===== src/rtl/traffic_phase_sched_pkg.sv =====
// Shared definitions for the intersection controller: lamp codes, phase
// encodings and configuration selector values.
package traffic_pkg;

    localparam logic [5:0] GNS = 6'b100001;
    localparam logic [5:0] YNS = 6'b010001;
    localparam logic [5:0] GEW = 6'b001100;
    localparam logic [5:0] YEW = 6'b001010;

    typedef enum logic [1:0] {
        PH_GNS = 2'd0,
        PH_YNS = 2'd1,
        PH_GEW = 2'd2,
        PH_YEW = 2'd3
    } phase_e;

    // Selector values match phase encodings, so a phase indexes its own duration.
    localparam logic [1:0] CFG_MIN_GNS = 2'd0;
    localparam logic [1:0] CFG_YNS     = 2'd1;
    localparam logic [1:0] CFG_GEW     = 2'd2;
    localparam logic [1:0] CFG_YEW     = 2'd3;

    function automatic logic [5:0] lamp_of(input phase_e ph);
        case (ph)
            PH_GNS:  return GNS;
            PH_YNS:  return YNS;
            PH_GEW:  return GEW;
            default: return YEW;
        endcase
    endfunction

    function automatic phase_e next_phase(input phase_e ph);
        case (ph)
            PH_GNS:  return PH_YNS;
            PH_YNS:  return PH_GEW;
            PH_GEW:  return PH_YEW;
            default: return PH_GNS;
        endcase
    endfunction

endpackage


===== src/rtl/traffic_phase_sched_timer.sv =====
// Per-phase dwell counter: captures the duration on load, counts ticks and
// saturates at D-1 so a held phase never wraps.
module phase_timer #(
    parameter int CNT_W   = 8,
    parameter int RST_DUR = 10
) (
    input  logic             clock,
    input  logic             reset,
    input  logic             tick,
    input  logic             load,
    input  logic [CNT_W-1:0] dur,
    output logic             expired,
    output logic             sat
);

    logic [CNT_W-1:0] r_cnt;
    logic [CNT_W-1:0] r_last;

    // Terminal count is D-1, with a zero duration behaving as one tick.
    function automatic logic [CNT_W-1:0] last_of(input logic [CNT_W-1:0] d);
        return (d == '0) ? '0 : d - CNT_W'(1);
    endfunction

    assign sat     = (r_cnt == r_last);
    assign expired = tick & sat;

    always_ff @(posedge clock) begin
        if (reset) begin
            r_cnt  <= '0;
            r_last <= last_of(CNT_W'(RST_DUR));
        end else if (load) begin
            r_cnt  <= '0;
            r_last <= last_of(dur);
        end else if (tick && !sat) begin
            r_cnt  <= r_cnt + CNT_W'(1);
        end
    end

endmodule


===== src/rtl/traffic_phase_sched.sv =====
// Two-road intersection phase sequencer: GNS -> YNS -> GEW -> YEW with
// programmable dwell times, latched EW requests and a minimum NS green.
module traffic_phase_sched
    import traffic_pkg::*;
#(
    parameter int CNT_W       = 8,
    parameter int DEF_MIN_GNS = 10,
    parameter int DEF_YNS     = 3,
    parameter int DEF_GEW     = 8,
    parameter int DEF_YEW     = 3
) (
    input  logic             clock,
    input  logic             reset,
    input  logic             tick,
    input  logic             carew,
    input  logic             cfg_we,
    input  logic [1:0]       cfg_sel,
    input  logic [CNT_W-1:0] cfg_val,
    output logic [5:0]       LightOut,
    output logic [1:0]       phase,
    output logic             phase_start,
    output logic             req_pending
);

    phase_e           r_phase;
    logic [5:0]       r_light;
    logic             r_start;
    logic             r_req;
    logic [CNT_W-1:0] r_cfg_min_gns;
    logic [CNT_W-1:0] r_cfg_yns;
    logic [CNT_W-1:0] r_cfg_gew;
    logic [CNT_W-1:0] r_cfg_yew;

    phase_e           w_next;
    logic [CNT_W-1:0] w_next_dur;
    logic             w_expired;
    logic             w_sat;
    logic             w_adv;
    logic             w_enter_yns;

    assign w_next = next_phase(r_phase);

    always_comb begin
        w_next_dur = r_cfg_min_gns;
        case (w_next)
            PH_GNS:  w_next_dur = r_cfg_min_gns;
            PH_YNS:  w_next_dur = r_cfg_yns;
            PH_GEW:  w_next_dur = r_cfg_gew;
            default: w_next_dur = r_cfg_yew;
        endcase
    end

    // GNS leaves only once min-green is done (saturated) and a request is held.
    assign w_adv       = (r_phase == PH_GNS) ? (tick & w_sat & r_req) : w_expired;
    assign w_enter_yns = w_adv & (r_phase == PH_GNS);

    phase_timer #(
        .CNT_W   (CNT_W),
        .RST_DUR (DEF_MIN_GNS)
    ) u_timer (
        .clock   (clock),
        .reset   (reset),
        .tick    (tick),
        .load    (w_adv),
        .dur     (w_next_dur),
        .expired (w_expired),
        .sat     (w_sat)
    );

    always_ff @(posedge clock) begin
        if (reset) begin
            r_phase <= PH_GNS;
            r_light <= GNS;
            r_start <= 1'b0;
        end else begin
            r_start <= w_adv;
            if (w_adv) begin
                r_phase <= w_next;
                r_light <= lamp_of(w_next);
            end
        end
    end

    // A new request on the YNS entry edge outranks the clear.
    always_ff @(posedge clock) begin
        if (reset) begin
            r_req <= 1'b0;
        end else if (carew) begin
            r_req <= 1'b1;
        end else if (w_enter_yns) begin
            r_req <= 1'b0;
        end
    end

    always_ff @(posedge clock) begin
        if (reset) begin
            r_cfg_min_gns <= CNT_W'(DEF_MIN_GNS);
            r_cfg_yns     <= CNT_W'(DEF_YNS);
            r_cfg_gew     <= CNT_W'(DEF_GEW);
            r_cfg_yew     <= CNT_W'(DEF_YEW);
        end else if (cfg_we) begin
            case (cfg_sel)
                CFG_MIN_GNS: r_cfg_min_gns <= cfg_val;
                CFG_YNS:     r_cfg_yns     <= cfg_val;
                CFG_GEW:     r_cfg_gew     <= cfg_val;
                default:     r_cfg_yew     <= cfg_val;
            endcase
        end
    end

    assign LightOut    = r_light;
    assign phase       = r_phase;
    assign phase_start = r_start;
    assign req_pending = r_req;

endmodule

===== config.mk =====
export PLATFORM = sky130hd
export DESIGN_NAME = traffic_phase_sched
export DESIGN_NICKNAME = d
export VERILOG_FILES = /design/src/rtl/traffic_phase_sched_pkg.sv /design/src/rtl/traffic_phase_sched_timer.sv /design/src/rtl/traffic_phase_sched.sv
export SDC_FILE = /design/constraint.sdc
export NUM_CORES = 1
export LEC_CHECK = 0
export CAP_MARGIN = 5
export CORE_ASPECT_RATIO = 1.2
export CORE_MARGIN = 2
export CORE_UTILIZATION = 40
export CTS_CLUSTER_DIAMETER = 100
export CTS_CLUSTER_SIZE = 40
export DETAILED_ROUTE_END_ITERATION = 10
export PLACE_DENSITY_LB_ADDON = 0.3
export SKIP_LAST_GASP = 1
export SYNTH_ARGS = -nofsm -noshare
export SYNTH_HDL_FRONTEND = slang
export SYNTH_SLANG_ARGS = --single-unit
export TNS_END_PERCENT = 100

===== constraint.sdc =====
create_clock -name clock -period 2.9 [get_ports clock]
set_input_delay 0.58 -clock clock [delete_from_list [all_inputs] [get_ports clock]]
set_output_delay 0.58 -clock clock [all_outputs]
set_load 0.03 [all_outputs]

==> flow_results.xml <==
<?xml version="1.0" encoding="UTF-8"?>
<metrics>
  <group name="status">
    <metric name="run_status" unit="">completed</metric>
  </group>
  <group name="die">
    <metric name="total_number_of_placement_rows" unit="">33</metric>
    <metric name="boundaryPins" unit="">25</metric>
    <metric name="starting_density_of_the_core" unit="%">40.8</metric>
    <metric name="chipWidth" unit="um">79.6</metric>
    <metric name="die-area" unit="mm2">0.00754</metric>
    <metric name="placeable_area" unit="mm2">0.00673</metric>
    <metric name="dieHeight" unit="um">94.7</metric>
  </group>
  <group name="logic_synthesis">
    <metric name="synth_cells" unit="">311</metric>
    <metric name="avgSynthCellArea" unit="um2">8.82</metric>
    <metric name="sequential_element_share_of_the_synthesized_area" unit="%">41.6</metric>
    <metric name="ys.warnings.count" unit="">0</metric>
    <metric name="synth.net_count" unit="">336</metric>
    <metric name="syn-cell-area" unit="mm2">0.00274</metric>
    <metric name="postSynthRegisterBits" unit="">57</metric>
    <metric name="synth.top_cell.area_share" unit="%">41.6</metric>
    <metric name="post_synth_main_area_contributors" unit="">sky130_fd_sc_hd__dfxtp_1, sky130_fd_sc_hd__mux2i_1, sky130_fd_sc_hd__nand2_1, sky130_fd_sc_hd__ha_1, sky130_fd_sc_hd__nor2_1</metric>
    <metric name="post_synth_num_cell_types" unit="">46</metric>
    <metric name="area_leader_netlist" unit="">sky130_fd_sc_hd__dfxtp_1</metric>
  </group>
  <group name="clock_network">
    <metric name="root_buffer" unit="">sky130_fd_sc_hd__clkbuf_8</metric>
    <metric name="cts_sinks" unit="">57</metric>
    <metric name="htree_num_levels" unit="">3</metric>
    <metric name="postCtsSetupRepairBufs" unit="">0</metric>
    <metric name="clock_tree.buffer_depth" unit="">2</metric>
    <metric name="numCtsBuffers" unit="">9</metric>
    <metric name="tritoncts" unit="">done</metric>
    <metric name="cts.repair.resized" unit="">0</metric>
    <metric name="path_clk_slew" unit="ps">60</metric>
    <metric name="clk_latency" unit="ps">330</metric>
    <metric name="cts_hold_buf" unit="">0</metric>
  </group>
  <group name="pwr">
    <metric name="power.density" unit="mW/mm2">539</metric>
    <metric name="total_power" unit="W">0.00176</metric>
    <metric name="irDropWorstVdd" unit="V">0.000258</metric>
    <metric name="power_leakage" unit="nW">1.23</metric>
  </group>
  <group name="grt">
    <metric name="grt_first_pass_wirelength" unit="um">9800</metric>
    <metric name="first_global_vias" unit="">2129</metric>
    <metric name="globalRouteTotalUtil" unit="%">16.8</metric>
    <metric name="pin_count_of_the_biggest_net_entering_global_routing" unit="">32</metric>
    <metric name="grt_antenna_before_repair" unit="">0</metric>
    <metric name="global_route.overflow_total" unit="">0</metric>
  </group>
  <group name="sta">
    <metric name="setup_viol" unit="">0</metric>
    <metric name="worst-slew-pin-transition" unit="ps">628</metric>
    <metric name="min_period_over_period" unit="%">89.9</metric>
    <metric name="worst_hold_slack" unit="ps">455</metric>
    <metric name="timing_hold_violations_final" unit="">0</metric>
    <metric name="slew-limit-headroom" unit="%">57.9</metric>
    <metric name="grt_setup_unrepaired" unit="">no</metric>
    <metric name="clock_skew" unit="ps">6.55</metric>
    <metric name="slew_viol_final" unit="">0</metric>
    <metric name="fmax" unit="GHz">0.383</metric>
    <metric name="period_needed" unit="ps">2610</metric>
    <metric name="setup_total_negative_slack" unit="ps">0</metric>
  </group>
  <group name="final_layout">
    <metric name="final_cell_mix" unit="">sky130_fd_sc_hd__dfxtp_1, sky130_fd_sc_hd__nand2_1, sky130_fd_sc_hd__nor2_1</metric>
    <metric name="ant_diodes" unit="">0</metric>
    <metric name="n_fill_cell" unit="">662</metric>
    <metric name="drive_above_1_share" unit="%">7.72</metric>
    <metric name="synthToLayoutAreaGrowth" unit="%">18.9</metric>
    <metric name="final_nets" unit="">359</metric>
    <metric name="layout_commonest_cell" unit="">sky130_fd_sc_hd__dfxtp_1</metric>
  </group>
  <group name="drt">
    <metric name="route.vias.total" unit="">2231</metric>
    <metric name="drc" unit="">0</metric>
    <metric name="drtAntennaViolNets" unit="">0</metric>
    <metric name="initialDrtViolationCount" unit="">146</metric>
    <metric name="avgViaCountPerCell" unit="">5.26</metric>
    <metric name="drt_wl_total" unit="um">5870</metric>
    <metric name="first_pass_iters" unit="">5</metric>
    <metric name="route.detailed.wl_per_inst" unit="um">13.8</metric>
  </group>
  <group name="critical_path">
    <metric name="worstPathCellList" unit="">inv_1, ha_1, a222oi_1, mux2i_1, or4_4, o31ai_4, a22oi_1</metric>
    <metric name="cp_max_fo" unit="">8</metric>
    <metric name="critical_path.max_stage_delay" unit="ps">560</metric>
    <metric name="critical_path_required" unit="ps">3090</metric>
    <metric name="setup_cp_type" unit="">reg2reg</metric>
    <metric name="startpoint_type" unit="">flip-flop</metric>
    <metric name="worst-endpoint-arrival" unit="ps">2800</metric>
    <metric name="crit_path_end_kind" unit="">flip-flop</metric>
    <metric name="worst_path_cell_with_the_longest_stage_delay" unit="">sky130_fd_sc_hd__or4_4</metric>
  </group>
  <group name="placement">
    <metric name="post-dp-hpwl" unit="um">4330</metric>
    <metric name="routabilityCongestion" unit="">0.915</metric>
    <metric name="io_buffer_count" unit="">24</metric>
  </group>
  <group name="job">
    <metric name="max-cap-violations" unit="">0</metric>
  </group>
  <group name="min_path">
    <metric name="worstHoldPathType" unit="">reg2reg</metric>
  </group>
</metrics>
## registers in the layout (all words and copies together) (netlist names)
signal          flops
r_cfg_yns           8
u_timer.r_cnt       8
r_cfg_gew           8
u_timer.r_last      8
req_pending         1
LightOut            6
phase               1
phase_start         1
r_cfg_min_gns       8
r_cfg_yew           8
## routing by layer
metal,part of all wire (%),vias up,global-route usage (%)
met1,45,1052,19.5
met4,2.1,0,8.91
li1,-,1125,-
met5,0,-,0
met2,49,43,28.6
met3,3.7,11,4.02
## cell usage after synthesis, drive strengths merged
| cell type | instances |
|---|---|
| mux2i | 26 |
| a211oi | 3 |
| o31a | 1 |
| a222oi | 6 |
| nand2 | 43 |
| nand3 | 7 |
| a31oi | 1 |
| clkbuf | 12 |
| a21oi | 20 |
| nor2 | 30 |
| o211ai | 3 |
| xnor2 | 12 |
| nand3b | 1 |
| o211a | 1 |
| and3 | 1 |
| a21o | 2 |
| inv | 19 |
| nor4 | 2 |
| dfxtp | 57 |
| o31ai | 5 |
| and4 | 2 |
| nor3b | 1 |
| or2 | 2 |
| nand4 | 6 |
| buf | 5 |
| or4 | 2 |
| nor3 | 2 |
| a22oi | 5 |
| ha | 10 |
| xor2 | 4 |
| o21a | 1 |
| o32a | 3 |
| a211o | 2 |
| nor2b | 2 |
| and2 | 2 |
| mux2 | 2 |
| or3 | 1 |
| o21ai | 7 |
## logic make-up (layout without fill, tap and decap cells)
family          Yosys count  in the layout  share of synthesized area [%]
fa+ha+maj                10             10                           4.56
buf+inv                  36             62                           5.65
compound gates           60             60                           15.5
mux                      28             28                           10.3
xor+xnor                 16             16                           5.11
simple gates            104            104                           17.3
flops                    57             57                           41.6
## worst paths after layout
path | from | end | slack [ps] | depth (start not counted)
max | LightOut[3]$_SDFFE_PP0P_ | u_timer.r_last[6]$_SDFFE_PP0P_ | 290 | 7
min | r_cfg_yns[2]$_SDFFE_PP0P_ | r_cfg_yns[2]$_SDFFE_PP0P_ | 460 | 2
max reg2reg | LightOut[3]$_SDFFE_PP0P_ | u_timer.r_last[6]$_SDFFE_PP0P_ | 290 | 7
min reg2reg | r_cfg_yns[2]$_SDFFE_PP0P_ | r_cfg_yns[2]$_SDFFE_PP0P_ | 460 | 2
## final cells by class
class / instances / area (um2) / share of cell area (%)
clock inverter: 3 / 65.1 / 1.99
sequential: 57 / 1140 / 35.0
timing repair buffer: 29 / 278 / 8.51
clock buffer: 11 / 151 / 4.64
multi-input combinational: 218 / 1450 / 44.4
inverter: 19 / 71.3 / 2.19
tap: 87 / 109 / 3.34
## worst max-delay path, delay by kind of cell, from the launching register on
| family | cells | cell delay, ps |
|---|---|---|
| AOI/OAI and AO/OA | 3 | 840 |
| and+or+nand+nor | 1 | 560 |
| DFF | 1 | 450 |
| adders and majority gates | 1 | 310 |
| muxes | 1 | 160 |
| buffers and inverters | 1 | 140 |
## stage by stage
step	utilization (%)	cell area [um2]	setup WS, ps	std cells
global route	48.5	3260	69.2	424
floorplan	-	2740	220	311
detailed placement	45.3	3050	290	410
CTS	48.5	3260	275	424
finish	48.5	3260	292	424
global placement	45.3	3050	378	410
## power breakdown
group	internal, W	total (W)	switching (W)
logic	0.0000576	0.000130	0.0000720
clock network	0.000519	0.000812	0.000293
registers	0.000803	0.000819	0.0000151
total	0.00138	0.00176	0.000380
Note: power is estimated with default switching activity, not from simulation.
==> variant 1: new RTL, same flow settings <==
`CNT_W` is set to 8 in 2 places; all go to 12.
--- a/src/rtl/traffic_phase_sched_timer.sv
+++ b/src/rtl/traffic_phase_sched_timer.sv
@@ -3,3 +3,3 @@
 module phase_timer #(
-    parameter int CNT_W   = 8,
+    parameter int CNT_W   = 12,
     parameter int RST_DUR = 10
--- a/src/rtl/traffic_phase_sched.sv
+++ b/src/rtl/traffic_phase_sched.sv
@@ -5,3 +5,3 @@
 #(
-    parameter int CNT_W       = 8,
+    parameter int CNT_W       = 12,
     parameter int DEF_MIN_GNS = 10,
Interface: changed (resized cfg_val); port bits go from 25 to 29. No check against the original RTL was run, so the function may have changed too.
==> variant 1 against the original RTL <==
Clock skew increased by 0.0050 ns; setup slack about the same; area after synthesis is 34% higher; final cell count up 40%; total power rose by 16%; die area increased by 32%; critical path depth rose by 3; wire length rose by 39%; design area grew 29%; sequential cell count up 24; largest cell class unchanged; largest power group unchanged; highest routed layer unchanged.
==> variant 1: results <==
set metrics [dict create \
    met3WireLength_um 403 \
    tightest_slew_ns 0.806 \
    grt_util_all_layers_pct 17.5 \
    status "finished clean" \
    synth_compound_area_share_pct 15.2 \
    grt_pass1_vias 2895 \
    drt-met1-wl_um 3760 \
    firstDrtPassIters 6 \
    synthMuxAreaShare_pct 3.54 \
    critPathArrivalTime_ns 2.86 \
    postLayoutCoreUtil_pct 47.0 \
    dp_slack_ns 0.161 \
    crit_slowest_cell "dfxtp_1" \
    die_w_um 91.5 \
    final-nonclk-buf-share_pct 7.76 \
    met1_usage_pct 21.3 \
    p_sw_uw 525 \
    synth-xor-area-share_pct 6.67 \
    clock-sinks 81 \
    synth.distinct_cells 40 \
    port_buffers 28 \
    max_stage_delay_ns 0.45 \
    stdcell_count 593 \
    avgSynthCellArea_um2 8.25 \
    dp.cells 578 \
    skew_ns 0.0116 \
    vias 3005 \
    gr-usage-met2_pct 29.3 \
    met3_usage_pct 4.22 \
]
variant 1: cell count changes after synthesis, sizes merged, moves of 7 or more:
cell,change
mux2i,-13
o21ai,+10
nand2,+70
dfxtp,+24
a21oi,+34
nand3b,+7
nor2,-10
variant 1: power groups by stage:
stage                     clock network (uW)  logic, uW  registers [uW]
after detailed placement                   0        165            1180
after floorplan                            0       98.7            1180
after CTS                                741        165            1160
final                                    718        165            1160
after global routing                     780        184            1160
after global placement                     0        161            1180
variant 1: final timing paths:
check                                    endpoint  slack [ns]  cells after the start
worst min register to register       r_cfg_yns[2]        0.46                      2
worst max register to register  u_timer.r_last[3]        0.29                     10
worst max-delay path            u_timer.r_last[3]        0.29                     10
worst min-delay path                 r_cfg_yns[2]        0.46                      2
variant 1: worst reg2reg max path, cell delays in order (launching register included):
cell	delay [ns]
dfxtp_1	0.45
inv_1	0.13
ha_2	0.28
a222oi_1	0.36
mux2i_1	0.17
inv_1	0.13
ha_1	0.15
nor4b_1	0.23
nand3_1	0.14
and2_1	0.19
a221o_1	0.28
==> variant 2: new RTL, config.mk and constraints unchanged <==
Without the edit above. The output `phase_start` loses its register stage (`r_start` becomes a continuous assignment).
--- a/src/rtl/traffic_phase_sched.sv
+++ b/src/rtl/traffic_phase_sched.sv
@@ -73,5 +73,3 @@
             r_light <= GNS;
-            r_start <= 1'b0;
         end else begin
-            r_start <= w_adv;
             if (w_adv) begin
@@ -82,2 +80,4 @@
     end
+
+    assign r_start = w_adv;
 
Function: changed (Yosys sat finds a counterexample within 10 cycles, from zero or initial values and one cycle with reset high).
==> variant 2 against the original RTL <==
Via count shrank 8.4%; hold slack better by 0.0031 ns; total power down 23%; utilization decreased by 1.4 points; design area decreased by 8.2%; first-iteration DRC count is 29% lower; sequential cell count is 1 lower; wire length is 8.0% lower; die area shrank 4.3%; area after synthesis fell by 4.5%; setup slack worse by 0.069 ns; clock power fell by 46%; critical path type is now flop to output port; largest power group unchanged; highest routed layer unchanged.
==> variant 2: results <==
set metrics [dict create \
    status "finished clean" \
    n_fill_cell 620 \
    firstDrtPassIters 4 \
    synthCells 303 \
    drive_gt1_share_pct 6.23 \
    dp.cells 398 \
    path_clk_slew_ns 0.10 \
    critPathArrivalTime_ns 2.10 \
    ir_drop_mv 0.223 \
    synth.distinct_cells 42 \
    vias_per_cell 5.03 \
    wl_per_cell_um 13.3 \
    dp_hpwl_um 3890 \
    reg2reg_from "phase[0]" \
    die_area_um2 7220 \
    hp-start "r_cfg_yew[5]" \
    cp_max_fo 13 \
    grt_first_pass_wirelength_um 9040 \
    cts_made_buffers 5 \
    met1_usage_pct 19.2 \
    grt_pass1_vias 1889 \
    crit_family "buffers and inverters" \
    rrSetupSlack_ns 0.34 \
    r2r-end "u_timer.r_last[7]" \
    nNetsFinal 345 \
    gp_congestion 0.763 \
    dp_slack_ns 0.358 \
    max_stage_delay_ns 0.47 \
    slew_headroom_pct 55.1 \
    gr-usage-met2_pct 26.8 \
    ys_seq_area_share_pct 42.8 \
    met3_usage_pct 3.41 \
    ff2ff_path_depth 9 \
    htreeDepth 2 \
    syn-num-nets 328 \
    cellLeakagePower_uw 0.00108 \
    grt_util_all_layers_pct 15.6 \
    skew_ns 0.00638 \
    post-cts-setup-buffers 0 \
    synth_area_leaders "dfxtp_1 43%, nand2_1 9.3%, a21oi_1 5.7%, xnor2_1 5.0%, ha_1 4.8%" \
    timing.hold.worst_endpoint "r_cfg_yew[5]" \
    drt_iter0_markers 104 \
    yosys-top-cells-count "65 x nand2_1, 56 x dfxtp_1, 30 x a21oi_1, 25 x nor2_1, 15 x xnor2_1" \
    hold_slack_ns 0.458 \
    vias 2044 \
]
==> variant 2: cell types whose count changed in the layout (fill, tap and decap cells not counted), moves of 5 or more <==
| cell | before | now |
|---|---|---|
| a21oi_1 | 20 | 30 |
| clkbuf_8 | 11 | 6 |
| inv_1 | 19 | 5 |
| mux2i_1 | 26 | 8 |
| nand2_1 | 43 | 65 |
| nand3b_1 | 1 | 7 |
| nor2_1 | 30 | 25 |
==> variant 2: worst max path at each step <==
stage | start | to | depth (start not counted) | slack (ns)
after global placement | tick | phase_start | 5 | 0.38
final | phase[0] | phase_start | 7 | 0.22
after floorplan | phase[0] | u_timer.r_last[0] | 8 | 0.41
after CTS | phase[0] | phase_start | 7 | 0.20
after global routing | phase[0] | phase_start | 7 | 0.07
after detailed placement | LightOut[3] | u_timer.r_last[6] | 9 | 0.36
==> variant 2: power by group <==
group	total, uW	internal [uW]	switching (uW)
Clock	437	195	243
Combinational	122	56.0	66.1
Sequential	804	789	14.3
Total	1360	1040	323
==> variant 2: worst min-delay path: stages (launching register included) <==
cell     delay (ns)
dfxtp_1        0.32
nand2_1        0.05
a21oi_1        0.05
==> variant 2: cell families after synthesis <==
logic type,after synthesis,synth area share [%]
buffers and inverters,24,4.25
DFF,56,42.8
AOI/OAI and AO/OA,60,15.9
xor gates and xnor gates,21,7.02
and+or+nand+nor,124,22.2
adders and majority gates,10,4.78
muxes,8,3.06
==> variant 2: metrics by stage <==
stage,cell area (um2),power [uW]
2_1_floorplan,2620,895
3_3_place_gp,2900,941
3_5_place_dp,2900,943
4_1_cts,3000,1390
5_1_grt,3000,1420
6_report,3000,1360
==> variant 2: metal layers <==
| layer | part of all wire, % | wire length (um) |
|---|---|---|
| met3 | 3.0 | 161 |
| met4 | 0.57 | 31 |
| met1 | 48 | 2610 |
| met5 | 0 | 0 |
| met2 | 48 | 2600 |
==> variant 2: final cells by class <==
type	instances	share of cell area, %
Tap cell	85	3.55
Clock buffer	7	2.88
Clock inverter	1	0.251
Multi-Input combinational cell	223	46.3
Inverter	7	0.877
Sequential cell	56	37.4
Timing Repair Buffer	27	8.69
